`src/rtl/tick_pkg.sv`:
```
// Shared limits, state encoding and schedule field layout for the tick divider
// and its schedule sequencer.
package tick_pkg;

  localparam int SEL_W       = 2;
  localparam int CNT_W       = 6;
  localparam int SEL_OFS     = 0;
  localparam int REP_OFS     = SEL_W;
  localparam int DEF_NB_REP  = 8;
  localparam int DEF_N_STEPS = 4;

  localparam logic [CNT_W-1:0] R0 = 6'd10;
  localparam logic [CNT_W-1:0] R1 = 6'd20;
  localparam logic [CNT_W-1:0] R2 = 6'd30;
  localparam logic [CNT_W-1:0] R3 = 6'd40;

  typedef enum logic [1:0] {
    IDLE = 2'd0,
    RUN  = 2'd1,
    DONE = 2'd2
  } state_t;

  function automatic logic [CNT_W-1:0] sel_limit(input logic [SEL_W-1:0] sel);
    case (sel)
      2'd0:    return R0;
      2'd1:    return R1;
      2'd2:    return R2;
      default: return R3;
    endcase
  endfunction

endpackage

```
`src/rtl/tick_div.sv`:
```
// Selectable-limit divider: counts enabled cycles 0..L and strobes on the wrap.
module tick_div
  import tick_pkg::*;
(
  input  logic             clock,
  input  logic             i_reset,
  input  logic             i_clear,
  input  logic             i_enable,
  input  logic [SEL_W-1:0] i_sel,
  output logic             o_tick
);

  logic [CNT_W-1:0] count_reg;
  logic [CNT_W-1:0] count_next;
  logic [CNT_W-1:0] limit;
  logic             terminal;

  assign limit    = sel_limit(i_sel);
  assign terminal = (count_reg >= limit);

  // Combinational strobe so the sequencer can advance on the same edge the count wraps.
  assign o_tick = i_enable && !i_clear && terminal;

  always_comb begin
    count_next = count_reg;
    if (i_clear) begin
      count_next = '0;
    end else if (i_enable) begin
      count_next = terminal ? '0 : count_reg + 1'b1;
    end
  end

  always_ff @(posedge clock or negedge i_reset) begin
    if (!i_reset) begin
      count_reg <= '0;
    end else begin
      count_reg <= count_next;
    end
  end

endmodule

```
`src/rtl/tick_sequencer.sv`:
```
// Runs the tick divider through a latched schedule of (sel, repeat) steps,
// producing one strobe per divider tick plus busy/done status.
module tick_sequencer
  import tick_pkg::*;
#(
  parameter int NB_REP  = DEF_NB_REP,
  parameter int N_STEPS = DEF_N_STEPS
) (
  input  logic                              clock,
  input  logic                              i_reset,
  input  logic                              i_start,
  input  logic                              i_abort,
  input  logic                              i_hold,
  input  logic [N_STEPS*(SEL_W+NB_REP)-1:0] i_sched,
  output logic [SEL_W-1:0]                  o_sel,
  output logic [1:0]                        o_step,
  output logic                              o_tick,
  output logic                              o_busy,
  output logic                              o_done
);

  localparam int         FIELD_W   = SEL_W + NB_REP;
  localparam logic [1:0] LAST_STEP = 2'(N_STEPS - 1);

  state_t                     state_reg, state_next;
  logic [N_STEPS*FIELD_W-1:0] sched_reg, sched_next;
  logic [1:0]                 step_reg, step_next;
  logic [NB_REP-1:0]          rep_cnt_reg, rep_cnt_next;
  logic                       tick_reg, tick_next;

  logic [SEL_W-1:0]  step_sel [N_STEPS];
  logic [NB_REP-1:0] step_rep [N_STEPS];
  logic [SEL_W-1:0]  cur_sel;
  logic [NB_REP-1:0] cur_rep;
  logic              rep_zero;
  logic              rep_last;
  logic              last_step;
  logic              div_enable;
  logic              div_clear;
  logic              div_tick;

  generate
    for (genvar gi = 0; gi < N_STEPS; gi++) begin : g_field
      assign step_sel[gi] = sched_reg[gi*FIELD_W + SEL_OFS +: SEL_W];
      assign step_rep[gi] = sched_reg[gi*FIELD_W + REP_OFS +: NB_REP];
    end
  endgenerate

  assign cur_sel   = step_sel[step_reg];
  assign cur_rep   = step_rep[step_reg];
  assign rep_zero  = (cur_rep == '0);
  assign rep_last  = (rep_cnt_reg == cur_rep - NB_REP'(1));
  assign last_step = (step_reg == LAST_STEP);

  assign div_enable = (state_reg == RUN) && !rep_zero && !i_hold && !i_abort;
  assign div_clear  = i_abort || ((state_reg == IDLE) && i_start);

  tick_div u_div (
    .clock    (clock),
    .i_reset  (i_reset),
    .i_clear  (div_clear),
    .i_enable (div_enable),
    .i_sel    (cur_sel),
    .o_tick   (div_tick)
  );

  always_comb begin
    state_next   = state_reg;
    sched_next   = sched_reg;
    step_next    = step_reg;
    rep_cnt_next = rep_cnt_reg;
    tick_next    = div_tick;

    if (i_abort) begin
      state_next   = IDLE;
      step_next    = '0;
      rep_cnt_next = '0;
    end else begin
      case (state_reg)
        IDLE: begin
          if (i_start) begin
            sched_next   = i_sched;
            step_next    = '0;
            rep_cnt_next = '0;
            state_next   = RUN;
          end
        end
        RUN: begin
          // Hold freezes the step pointer and repeat count along with the divider.
          if (!i_hold && (rep_zero || (div_tick && rep_last))) begin
            rep_cnt_next = '0;
            if (last_step) begin
              state_next = DONE;
            end else begin
              step_next = step_reg + 1'b1;
            end
          end else if (!i_hold && div_tick) begin
            rep_cnt_next = rep_cnt_reg + 1'b1;
          end
        end
        DONE: begin
          state_next = IDLE;
          step_next  = '0;
        end
        default: begin
          state_next = IDLE;
        end
      endcase
    end
  end

  always_ff @(posedge clock or negedge i_reset) begin
    if (!i_reset) begin
      state_reg   <= IDLE;
      sched_reg   <= '0;
      step_reg    <= '0;
      rep_cnt_reg <= '0;
      tick_reg    <= 1'b0;
    end else begin
      state_reg   <= state_next;
      sched_reg   <= sched_next;
      step_reg    <= step_next;
      rep_cnt_reg <= rep_cnt_next;
      tick_reg    <= tick_next;
    end
  end

  assign o_sel  = (state_reg == IDLE) ? '0 : cur_sel;
  assign o_step = step_reg;
  assign o_tick = tick_reg;
  assign o_busy = (state_reg == RUN);
  assign o_done = (state_reg == DONE);

endmodule

```
`config.mk`:
```
export PLATFORM = sky130hd
export DESIGN_NAME = tick_sequencer
export DESIGN_NICKNAME = d
export VERILOG_FILES = /design/src/rtl/tick_pkg.sv /design/src/rtl/tick_div.sv /design/src/rtl/tick_sequencer.sv
export SDC_FILE = /design/constraint.sdc
export NUM_CORES = 1
export LEC_CHECK = 0
export ABC_AREA = 1
export CAP_MARGIN = 15
export CORE_UTILIZATION = 55
export DETAILED_ROUTE_END_ITERATION = 12
export GPL_TIMING_DRIVEN = 0
export PLACE_DENSITY = 0.79
export SLEW_MARGIN = 40
export SYNTH_ARGS = -nofsm -noshare
export SYNTH_HDL_FRONTEND = slang
export SYNTH_SLANG_ARGS = --single-unit
```
`constraint.sdc`:
```
create_clock -name clock -period 5.8 [get_ports clock]
set_input_delay 1.74 -clock clock [delete_from_list [all_inputs] [get_ports clock]]
set_output_delay 1.74 -clock clock [all_outputs]
set_load 0.02 [all_outputs]
```
==> metrics.cfg, run 1 <==
[floorplan]
placementRows = 28
die_width_um = 81.2
core_mm2 = 0.00599
num_io_pins = 52
fp.dieH_um = 81.2
initial_core_util_pct = 57.5
die_area_mm2 = 0.00659

[global_routing]
grt_pass1_wl_mm = 12.1
antenna_found_initial = 0
grt_util_all_layers_pct = 25.0
grt_max_degree = 32
grt_pass1_vias = 2651
grt-ovfl-total = 0

[detailed_routing]
drcViolationCount = 0
drt-total-wl_mm = 7.22
first_pass_iters = 4
drtIter0Drc = 134
final_antenna_net_count = 0
wire_per_inst_um = 13.9
dr_total_vias = 2726
post_drt_via_cell_ratio = 5.23

[timing]
slew_headroom_pct = 54.9
rsz0062_at_grt = no
setup_viol = 0
min_period_ns = 4.18
final-hold-violation-count = 0
post-route-period-util_pct = 72.1
tightest_slew_ns = 0.677
fin_hold_ws_ns = 0.509
finalClockSkew_ns = 0.00947
report.final.slew_viol_count = 0
fin_setup_tns_ns = 0
fmax_mhz = 239

[synthesis]
syn_area_mm2 = 0.00345
synth-async-reset-ratio_pct = 100
synth-seq-cells = 59
synthFlopType = dfrtp_1
avgSynthCellArea_um2 = 9.10
synth_edf_count = 0
netlist_instances = 379
yosysWarnings = 0
seq_area_frac_synth_pct = 42.8
synth.distinct_cells = 37
synth.net_count = 436

[clocking]
ctsRootBufferMaster = clkbuf_8
cts_inserted_buffers = 9
ctsResizeCount = 0
path_clk_slew_ns = 0.06
insertion_delay_ns = 0.35
cts-htree-levels = 3
clk_path_buf_depth = 2
hold_buffers = 0
cts_setup_buffers = 0
cts_tree = built
numClockSinks = 59

[finish]
stdcell_count = 521
final_cell_mix = nand2_1 (99), dfrtp_1 (59), clkdlybuf4s50_1 (50), mux2_2 (40), inv_1 (37)
nFillCells = 444
syn2layout_area_growth_pct = 24.0
drive_gt1_share_pct = 20.6
diodes = 0
utilization_pct = 71.4
nNetsFinal = 499
largest_reg_flops = 40
final_common_cell = nand2_1

[critical_path]
worstReg2RegStart = o_step[0]
cp-start-kind = register
path_class = reg2out
cp_common_cell = buf_6
critical_path_arrival_ns = 2.44
cp-startpoint = o_step[0]
path_cells = buf_6 > buf_6 > nand2_1 > a32oi_1 > inv_1 > nor2_1 > clkdlybuf4s50_1
required_ns = 4.06
end_kind = primary output
critical-path-max-stage-delay_ns = 0.63
critPathSlowestCell = clkdlybuf4s50_1
critPathMaxFanout = 10

[placement]
dp_hpwl_mm = 5.54
routabilityCongestion = 0.826
port_buffers = 51
dp.cells = 506

[power]
p_per_area_mw_per_mm2 = 538
p_leak_nw = 2.10
power_mw = 2.30
ir_drop_mv = 0.297

[run]
max-cap-violations = 0

[run_status]
status = finished, final reports clean

[hold_path]
hp-class = reg2reg
hp-start = sched_reg[6]

==> synthesized netlist by cell type (3+ instances only) <==
master	number	area, um^2
inv_1	37	139
xor2_1	7	61.3
nand2_2	5	31.3
buf_1	4	15.0
mux2_2	40	450
ha_1	12	150
inv_2	3	11.3
a21oi_1	5	25.0
nand3b_1	3	22.5
nand4_1	6	37.5
nand3_2	9	90.1
nor2_1	27	101
o21ai_0	5	25.0
dfrtp_1	59	1480
nand2_1	99	372
nand2_4	4	45.0
nand3_1	26	130
buf_6	4	45.0
==> critical path, delay by kind of cell, from the launching register on <==
family          cells  cell delay (ns)
flops               1             0.51
simple gates        2             0.17
buf+inv             4             1.09
compound gates      1             0.33
==> final timing paths <==
kind                             endpoint  depth (start not counted)  slack, ns
max                              o_sel[0]                          7       1.62
min                          sched_reg[6]                          1       0.51
max reg2reg                rep_cnt_reg[6]                         17       2.52
min reg2reg                  sched_reg[6]                          1       0.51
max in group asynchronous  rep_cnt_reg[4]                          2       4.00
min in group asynchronous   sched_reg[11]                          1       1.30
==> through the flow <==
step	instance area (um^2)	setup WS, ns
detailed placement	4070	2.02
CTS	4280	1.62
floorplan	3450	2.54
global route	4280	1.50
global placement	4050	1.11
finish	4280	1.62
==> power by group <==
part	internal [mW]	leakage, nW	total [mW]	switching [mW]
combinational	0.518	1.26	1.23	0.707
sequential	0.573	0.735	0.673	0.0998
clock	0.239	0.106	0.403	0.165
==> metal layers <==
| layer | track usage, % | vias to the layer above | wire (um) |
|---|---|---|---|
| met1 | 31.5 | 1281 | 3200 |
| met4 | 10.5 | 0 | 131 |
| li1 | - | 1364 | - |
| met3 | 4.83 | 14 | 304 |
| met2 | 41.6 | 67 | 3580 |
| met5 | 0 | - | 0 |
==> cell families after synthesis <==
kind of cell               share of synthesized area (%)
AOI/OAI and AO/OA                                   3.81
xor gates and xnor gates                            2.29
buffers and inverters                               6.64
DFF                                                 42.8
adders and majority gates                           4.36
muxes                                               13.1
and+or+nand+nor                                     27.0
==> area by class of cell <==
class                           instances  area, um^2  area share, %
Buffer                                 10        72.6           1.70
Clock buffer                           10         128           2.99
Clock inverter                          5        78.8           1.84
Inverter                               41         156           3.66
Multi-Input combinational cell        269        1740           40.7
Sequential cell                        59        1480           34.5
Tap cell                               75        93.8           2.19
Timing Repair Buffer                   52         528           12.4
(Power assumes the default switching activity.)
==> run 2, diff against run 1 <==
--- a/config.mk
+++ b/config.mk
@@ -7,10 +7,10 @@
 export LEC_CHECK = 0
 export ABC_AREA = 1
 export CAP_MARGIN = 15
-export CORE_UTILIZATION = 55
+export CORE_UTILIZATION = 49
 export DETAILED_ROUTE_END_ITERATION = 12
 export GPL_TIMING_DRIVEN = 0
-export PLACE_DENSITY = 0.79
+export PLACE_DENSITY = 0.74
 export SLEW_MARGIN = 40
 export SYNTH_ARGS = -nofsm -noshare
 export SYNTH_HDL_FRONTEND = slang
==> constraint.sdc (replaced) <==
create_clock -name clock -period 3.7 [get_ports clock]
set_input_delay 1.11 -clock clock [delete_from_list [all_inputs] [get_ports clock]]
set_output_delay 1.11 -clock clock [all_outputs]
set_load 0.02 [all_outputs]
==> metrics.cfg, run 2 (synthesis gave the netlist of run 1 again) <==
[floorplan]
die_width_um = 85.9  ; +5.8%
num_io_pins = 52  ; unchanged
initial_core_util_pct = 50.7  ; -6.8 points
placementRows = 30  ; +7.1%
die_area_mm2 = 0.00737  ; +12%
fp.dieH_um = 85.9  ; +5.8%
core_mm2 = 0.00679  ; +13%

[finish]
drive_gt1_share_pct = 20.6  ; unchanged
design_area_mm2 = 0.00430  ; +0.61%
largest_reg_flops = 40  ; unchanged
diodes = 0  ; unchanged
nFillCells = 580  ; +31%
multiInputGateArea_mm2 = 0.00174  ; unchanged
final_cell_mix = nand2_1 (99), dfrtp_1 (59), clkdlybuf4s50_1 (50), mux2_2 (40), inv_1 (37)
seq_area_mm2 = 0.00148  ; unchanged
nNetsFinal = 499  ; unchanged
utilization_pct = 63.3  ; -8.1 points
syn2layout_area_growth_pct = 24.8
final_common_cell = nand2_1

[critical_path]
required_ns = 2.59  ; -1.47 ns
reg2reg_slack_ns = 0.37  ; -2.15 ns
critPathMaxFanout = 10  ; unchanged
path_cells = buf_6 > buf_6 > nand2_1 > a32oi_1 > inv_1 > nor2_1 > clkdlybuf4s50_1
path_class = reg2out
critical_path_arrival_ns = 2.42  ; -0.02 ns
critPathSlowestCell = clkdlybuf4s50_1
cp-start-kind = register
end_kind = primary output
cp_common_cell = buf_6
critical-path-max-stage-delay_ns = 0.62  ; about the same

[power]
ir_drop_mv = 0.428  ; +44%
p_leak_nw = 2.10  ; unchanged
p_sw_share_pct = 41.9  ; -0.36 points
switchingPower_mw = 1.50  ; +55%
sequentialPowerShare_pct = 29.2  ; about the same
p_clk_share_pct = 17.6  ; about the same
intPower_mw = 2.09  ; +57%
pwr-share-comb_pct = 53.2  ; about the same
p_per_area_mw_per_mm2 = 834  ; +55%

[timing]
min_period_ns = 3.53
final-hold-violation-count = 0  ; unchanged
tightest_slew_ns = 0.662  ; -0.0150 ns
finalClockSkew_ns = 0.00862  ; -0.000852 ns
fmax_mhz = 283
rsz0062_at_grt = no
report.final.slew_viol_count = 0  ; unchanged
setup_viol = 0  ; unchanged
slew_headroom_pct = 55.9  ; +1.0 points
post-route-period-util_pct = 95.4

[global_routing]
grt_util_all_layers_pct = 22.4  ; -2.6 points
met1_usage_pct = 28.8  ; -2.7 points
grt_max_degree = 31  ; -3.1%
grt_use_met2_pct = 36.8  ; -4.8 points
top_usage_layer = met2
grt_pass1_wl_mm = 12.7  ; +5.4%
grt_pass1_vias = 2800  ; +5.6%
grt-ovfl-total = 0  ; unchanged
use_met3_pct = 4.23  ; -0.60 points
antenna_found_initial = 0  ; unchanged

[detailed_routing]
drtIter0Drc = 149  ; +11%
dr_total_vias = 2721  ; -0.18%
drcViolationCount = 0  ; unchanged
final_antenna_net_count = 0  ; unchanged
drt-total-wl_mm = 7.28  ; +0.85%
post_drt_via_cell_ratio = 5.02  ; -4.1%
wire_per_inst_um = 13.4  ; -3.1%
first_pass_iters = 4  ; unchanged

[clocking]
cts-htree-levels = 3  ; unchanged
insertion_delay_ns = 0.34  ; about the same
path_clk_slew_ns = 0.07  ; about the same
ctsResizeCount = 0  ; unchanged
cts_tree = built
numClockSinks = 59  ; unchanged
hold_buffers = 0  ; unchanged
ctsRootBufferMaster = clkbuf_8
cts_inserted_buffers = 9  ; unchanged
cts_setup_buffers = 0  ; unchanged
clk_path_buf_depth = 2  ; unchanged

[placement]
port_buffers = 51  ; unchanged
place_area_mm2 = 0.00410  ; +0.65%
routabilityCongestion = 0.819  ; -0.92%
dp_hpwl_mm = 5.51  ; -0.50%

[run]
max-cap-violations = 0  ; unchanged

[hold_path]
hp-class = reg2reg

[run_status]
status = finished, final reports clean

[run 2: path summary, 6_finish.rpt]
path                              start  cells past startpoint        endpoint
min reg2reg                sched_reg[6]                      1    sched_reg[6]
max reg2reg                   o_step[0]                     17  rep_cnt_reg[7]
max in group asynchronous       i_reset                      2  rep_cnt_reg[5]
min in group asynchronous       i_reset                      1   sched_reg[11]
min                        sched_reg[6]                      1    sched_reg[6]
max                           o_step[0]                      7        o_sel[0]
[run 2: metrics by stage]
stage / setup WS [ns] / power, mW / std cells / hold WS, ns / setup TNS [ns]
2_1_floorplan: 0.764 / 2.50 / 379 / 0.479 / 0
3_3_place_gp: -0.365 / 2.90 / 526 / 0.487 / -21.39
3_5_place_dp: 0.401 / 2.96 / 527 / 0.494 / 0
4_1_cts: 0.157 / 3.61 / 542 / 0.509 / 0
5_1_grt: 0.00758 / 3.91 / 542 / 0.524 / 0
6_report: 0.171 / 3.59 / 542 / 0.507 / 0
[run 2: power by group through the flow]
stage | clock, mW | combinational (mW) | sequential, mW
2_1_floorplan | 0 | 1.47 | 1.03
3_3_place_gp | 0 | 1.85 | 1.05
3_5_place_dp | 0 | 1.91 | 1.06
4_1_cts | 0.642 | 1.92 | 1.05
5_1_grt | 0.676 | 2.16 | 1.08
6_report | 0.633 | 1.91 | 1.05
[run 2: routing by layer]
layer  routed length, um  vias to the layer above
li1                    -                     1363
met1                3320                     1275
met2                3540                       69
met3                 263                       14
met4                 153                        0
met5                   0                        -
[run 2: layout make-up]
cell class,instances,share of cell area (%)
sequential,59,34.3
clock inverter,5,1.83
inverter,41,3.64
clock buffer,10,2.97
multi-input combinational,269,40.5
timing repair buffer,52,12.3
buffer,10,1.69
tap,96,2.79
[run 2: critical path, delay by kind of cell, from the launching register on]
| kind | cells | cell delay (ns) |
|---|---|---|
| compound gates | 1 | 0.33 |
| buf+inv | 4 | 1.07 |
| simple gates | 2 | 0.17 |
| flops | 1 | 0.52 |
==> run 3, diff against run 2 <==
--- a/config.mk
+++ b/config.mk
@@ -7,10 +7,11 @@
 export LEC_CHECK = 0
 export ABC_AREA = 1
 export CAP_MARGIN = 15
-export CORE_UTILIZATION = 49
+export CORE_UTILIZATION = 55
 export DETAILED_ROUTE_END_ITERATION = 12
+export DONT_BUFFER_PORTS = 1
 export GPL_TIMING_DRIVEN = 0
-export PLACE_DENSITY = 0.74
+export PLACE_DENSITY = 0.71
 export SLEW_MARGIN = 40
 export SYNTH_ARGS = -nofsm -noshare
 export SYNTH_HDL_FRONTEND = slang
==> metrics.cfg, run 3 (synthesis gave the netlist of run 1 again) <==
[finish]
final_cell_mix = nand2_1 (99), dfrtp_1 (59), mux2_2 (40), inv_1 (37), nor2_1 (27)
nFillCells = 505  ; -13%
stdcell_count = 470  ; -13%
final_common_cell = nand2_1
diodes = 0  ; unchanged
design_area_mm2 = 0.00372  ; -14%
syn2layout_area_growth_pct = 7.88
nNetsFinal = 447  ; -10%
drive_gt1_share_pct = 23.3  ; +2.7 points
largest_reg_flops = 40  ; unchanged
utilization_pct = 62.1  ; -1.2 points

[floorplan]
die_width_um = 81.2  ; -5.5%
fp.dieH_um = 81.2  ; -5.5%
initial_core_util_pct = 57.5  ; +6.8 points
die_area_mm2 = 0.00659  ; -11%
core_mm2 = 0.00599  ; -12%
placementRows = 28  ; -6.7%
num_io_pins = 52  ; unchanged

[power]
sequentialPowerShare_pct = 31.4  ; +2.2 points
p_leak_nw = 1.86  ; -11%
p_clk_share_pct = 15.9  ; -1.7 points
switchingPower_mw = 1.52  ; +0.89%
p_sw_share_pct = 44.9  ; +3.1 points
pwr-share-comb_pct = 52.7  ; -0.5 points
power_mw = 3.37  ; -6.0%
ir_drop_mv = 0.597  ; +39%
p_per_area_mw_per_mm2 = 907  ; +8.7%
intPower_mw = 1.86  ; -11%

[timing]
rsz0062_at_grt = no
slew_headroom_pct = 54.7  ; -1.1 points
post-route-period-util_pct = 94.0  ; -1.4 points
fin_setup_tns_ns = 0  ; unchanged
fmax_mhz = 287  ; +1.5%
report.final.slew_viol_count = 0  ; unchanged
tightest_slew_ns = 0.679  ; +0.0171 ns
finalClockSkew_ns = 0.00875  ; +0.000131 ns
final-hold-violation-count = 0  ; unchanged
min_period_ns = 3.48  ; -0.0508 ns
fin_hold_ws_ns = 0.451  ; -0.0559 ns
setup_viol = 0  ; unchanged
setup_ws_ns = 0.222  ; +0.0508 ns

[critical_path]
required_ns = 3.94  ; +1.35 ns
reg2reg_to = rep_cnt_reg[6]
critPathMaxFanout = 10  ; unchanged
reg2reg_depth = 17  ; unchanged
critical_path_arrival_ns = 3.72  ; +1.30 ns
path_depth = 17  ; +10
critPathSlowestCell = dfrtp_1
critPathBufInv = 5  ; +1
critical-path-max-stage-delay_ns = 0.62  ; about the same
path_cells = buf_6 > buf_6 > nand2_1 > a32oi_1 > inv_1 > ha_1 > ha_1 > nand2_1 > inv_1 > nand4_1 > and3_1 > nor2_8 > nand4_2 > a21oi_4 > nand2_4 > nand3_1 > inv_1
end_kind = register
cp-start-kind = register
path_class = reg2reg
critical_path.top_delay_family = simple AND/OR/NAND/NOR gates
worstReg2RegStart = o_step[0]
reg2reg_slack_ns = 0.22  ; -0.15 ns
cp_common_cell = inv_1

[hold_path]
hp-class = in2async

[detailed_routing]
dr_total_vias = 2471  ; -9.2%
drt-total-wl_mm = 6.86  ; -5.7%
final_antenna_net_count = 0  ; unchanged
drcViolationCount = 0  ; unchanged
first_pass_iters = 4  ; unchanged
drtIter0Drc = 124  ; -17%
wire_per_inst_um = 14.6  ; +8.7%
post_drt_via_cell_ratio = 5.26  ; +4.7%

[global_routing]
grt_pass1_wl_mm = 11.3  ; -11%
grt_pass1_vias = 2413  ; -14%
grt-ovfl-total = 0  ; unchanged
grt_util_all_layers_pct = 23.4  ; +1.1 points
antenna_found_initial = 0  ; unchanged
grt_max_degree = 60  ; +94%

[clocking]
cts_setup_buffers = 0  ; unchanged
numClockSinks = 59  ; unchanged
cts_tree = built
cts_inserted_buffers = 9  ; unchanged
path_clk_slew_ns = 0.08  ; about the same
insertion_delay_ns = 0.35  ; about the same
ctsResizeCount = 0  ; unchanged
cts-htree-levels = 3  ; unchanged
hold_buffers = 0  ; unchanged
ctsRootBufferMaster = clkbuf_8
clk_path_buf_depth = 2  ; unchanged

[run_status]
status = finished, final reports clean

[placement]
port_buffers = 0  ; -100%
routabilityCongestion = 0.805  ; -1.6%
dp_hpwl_mm = 5.08  ; -7.8%
place_area_mm2 = 0.00354  ; -14%
dp.cells = 454  ; -14%
place_worst_setup_slack_ns = 0.242  ; -0.158 ns

[run]
max-cap-violations = 0  ; unchanged

run 3: layout make-up:
type | count | area [um^2] | share of cell area (%)
clock inverters | 7 | 53.8 | 1.45
flip-flops and latches | 59 | 1480 | 39.7
multi-input cells | 269 | 1740 | 46.8
well taps | 75 | 93.8 | 2.52
plain buffers | 10 | 72.6 | 1.95
clock buffers | 9 | 124 | 3.33
inverters | 41 | 156 | 4.21
run 3: metal layers:
layer	track usage, %	routed length, um	vias to the layer above
li1	-	-	1264
met1	30.2	3260	1146
met2	36.1	3150	46
met3	7.30	294	15
met4	10.4	152	0
met5	0	0	-
run 3: power groups by stage:
stage	Combinational (mW)	Sequential [mW]	Clock, mW
finish	1.78	1.06	0.538
global route	2.00	1.09	0.570
CTS	1.78	1.06	0.544
detailed placement	1.77	1.07	0
global placement	1.71	1.06	0
floorplan	1.47	1.03	0
run 3: worst max-delay path by stage:
stage               slack (ns)        endpoint       from
floorplan                 0.76  rep_cnt_reg[7]  o_step[0]
global placement          0.34  rep_cnt_reg[6]  o_step[0]
detailed placement        0.24  rep_cnt_reg[6]  o_step[0]
CTS                       0.23  rep_cnt_reg[6]  o_step[0]
global route              0.02  rep_cnt_reg[6]  o_step[0]
finish                    0.22  rep_cnt_reg[6]  o_step[0]
run 3: worst register-to-register path: cells and delay by family, from the launching register on:
kind / cells / cell delay, ns
adders and majority gates: 2 / 0.63
DFF: 1 / 0.62
AOI/OAI and AO/OA: 2 / 0.55
buffers and inverters: 5 / 0.59
and+or+nand+nor: 8 / 0.99
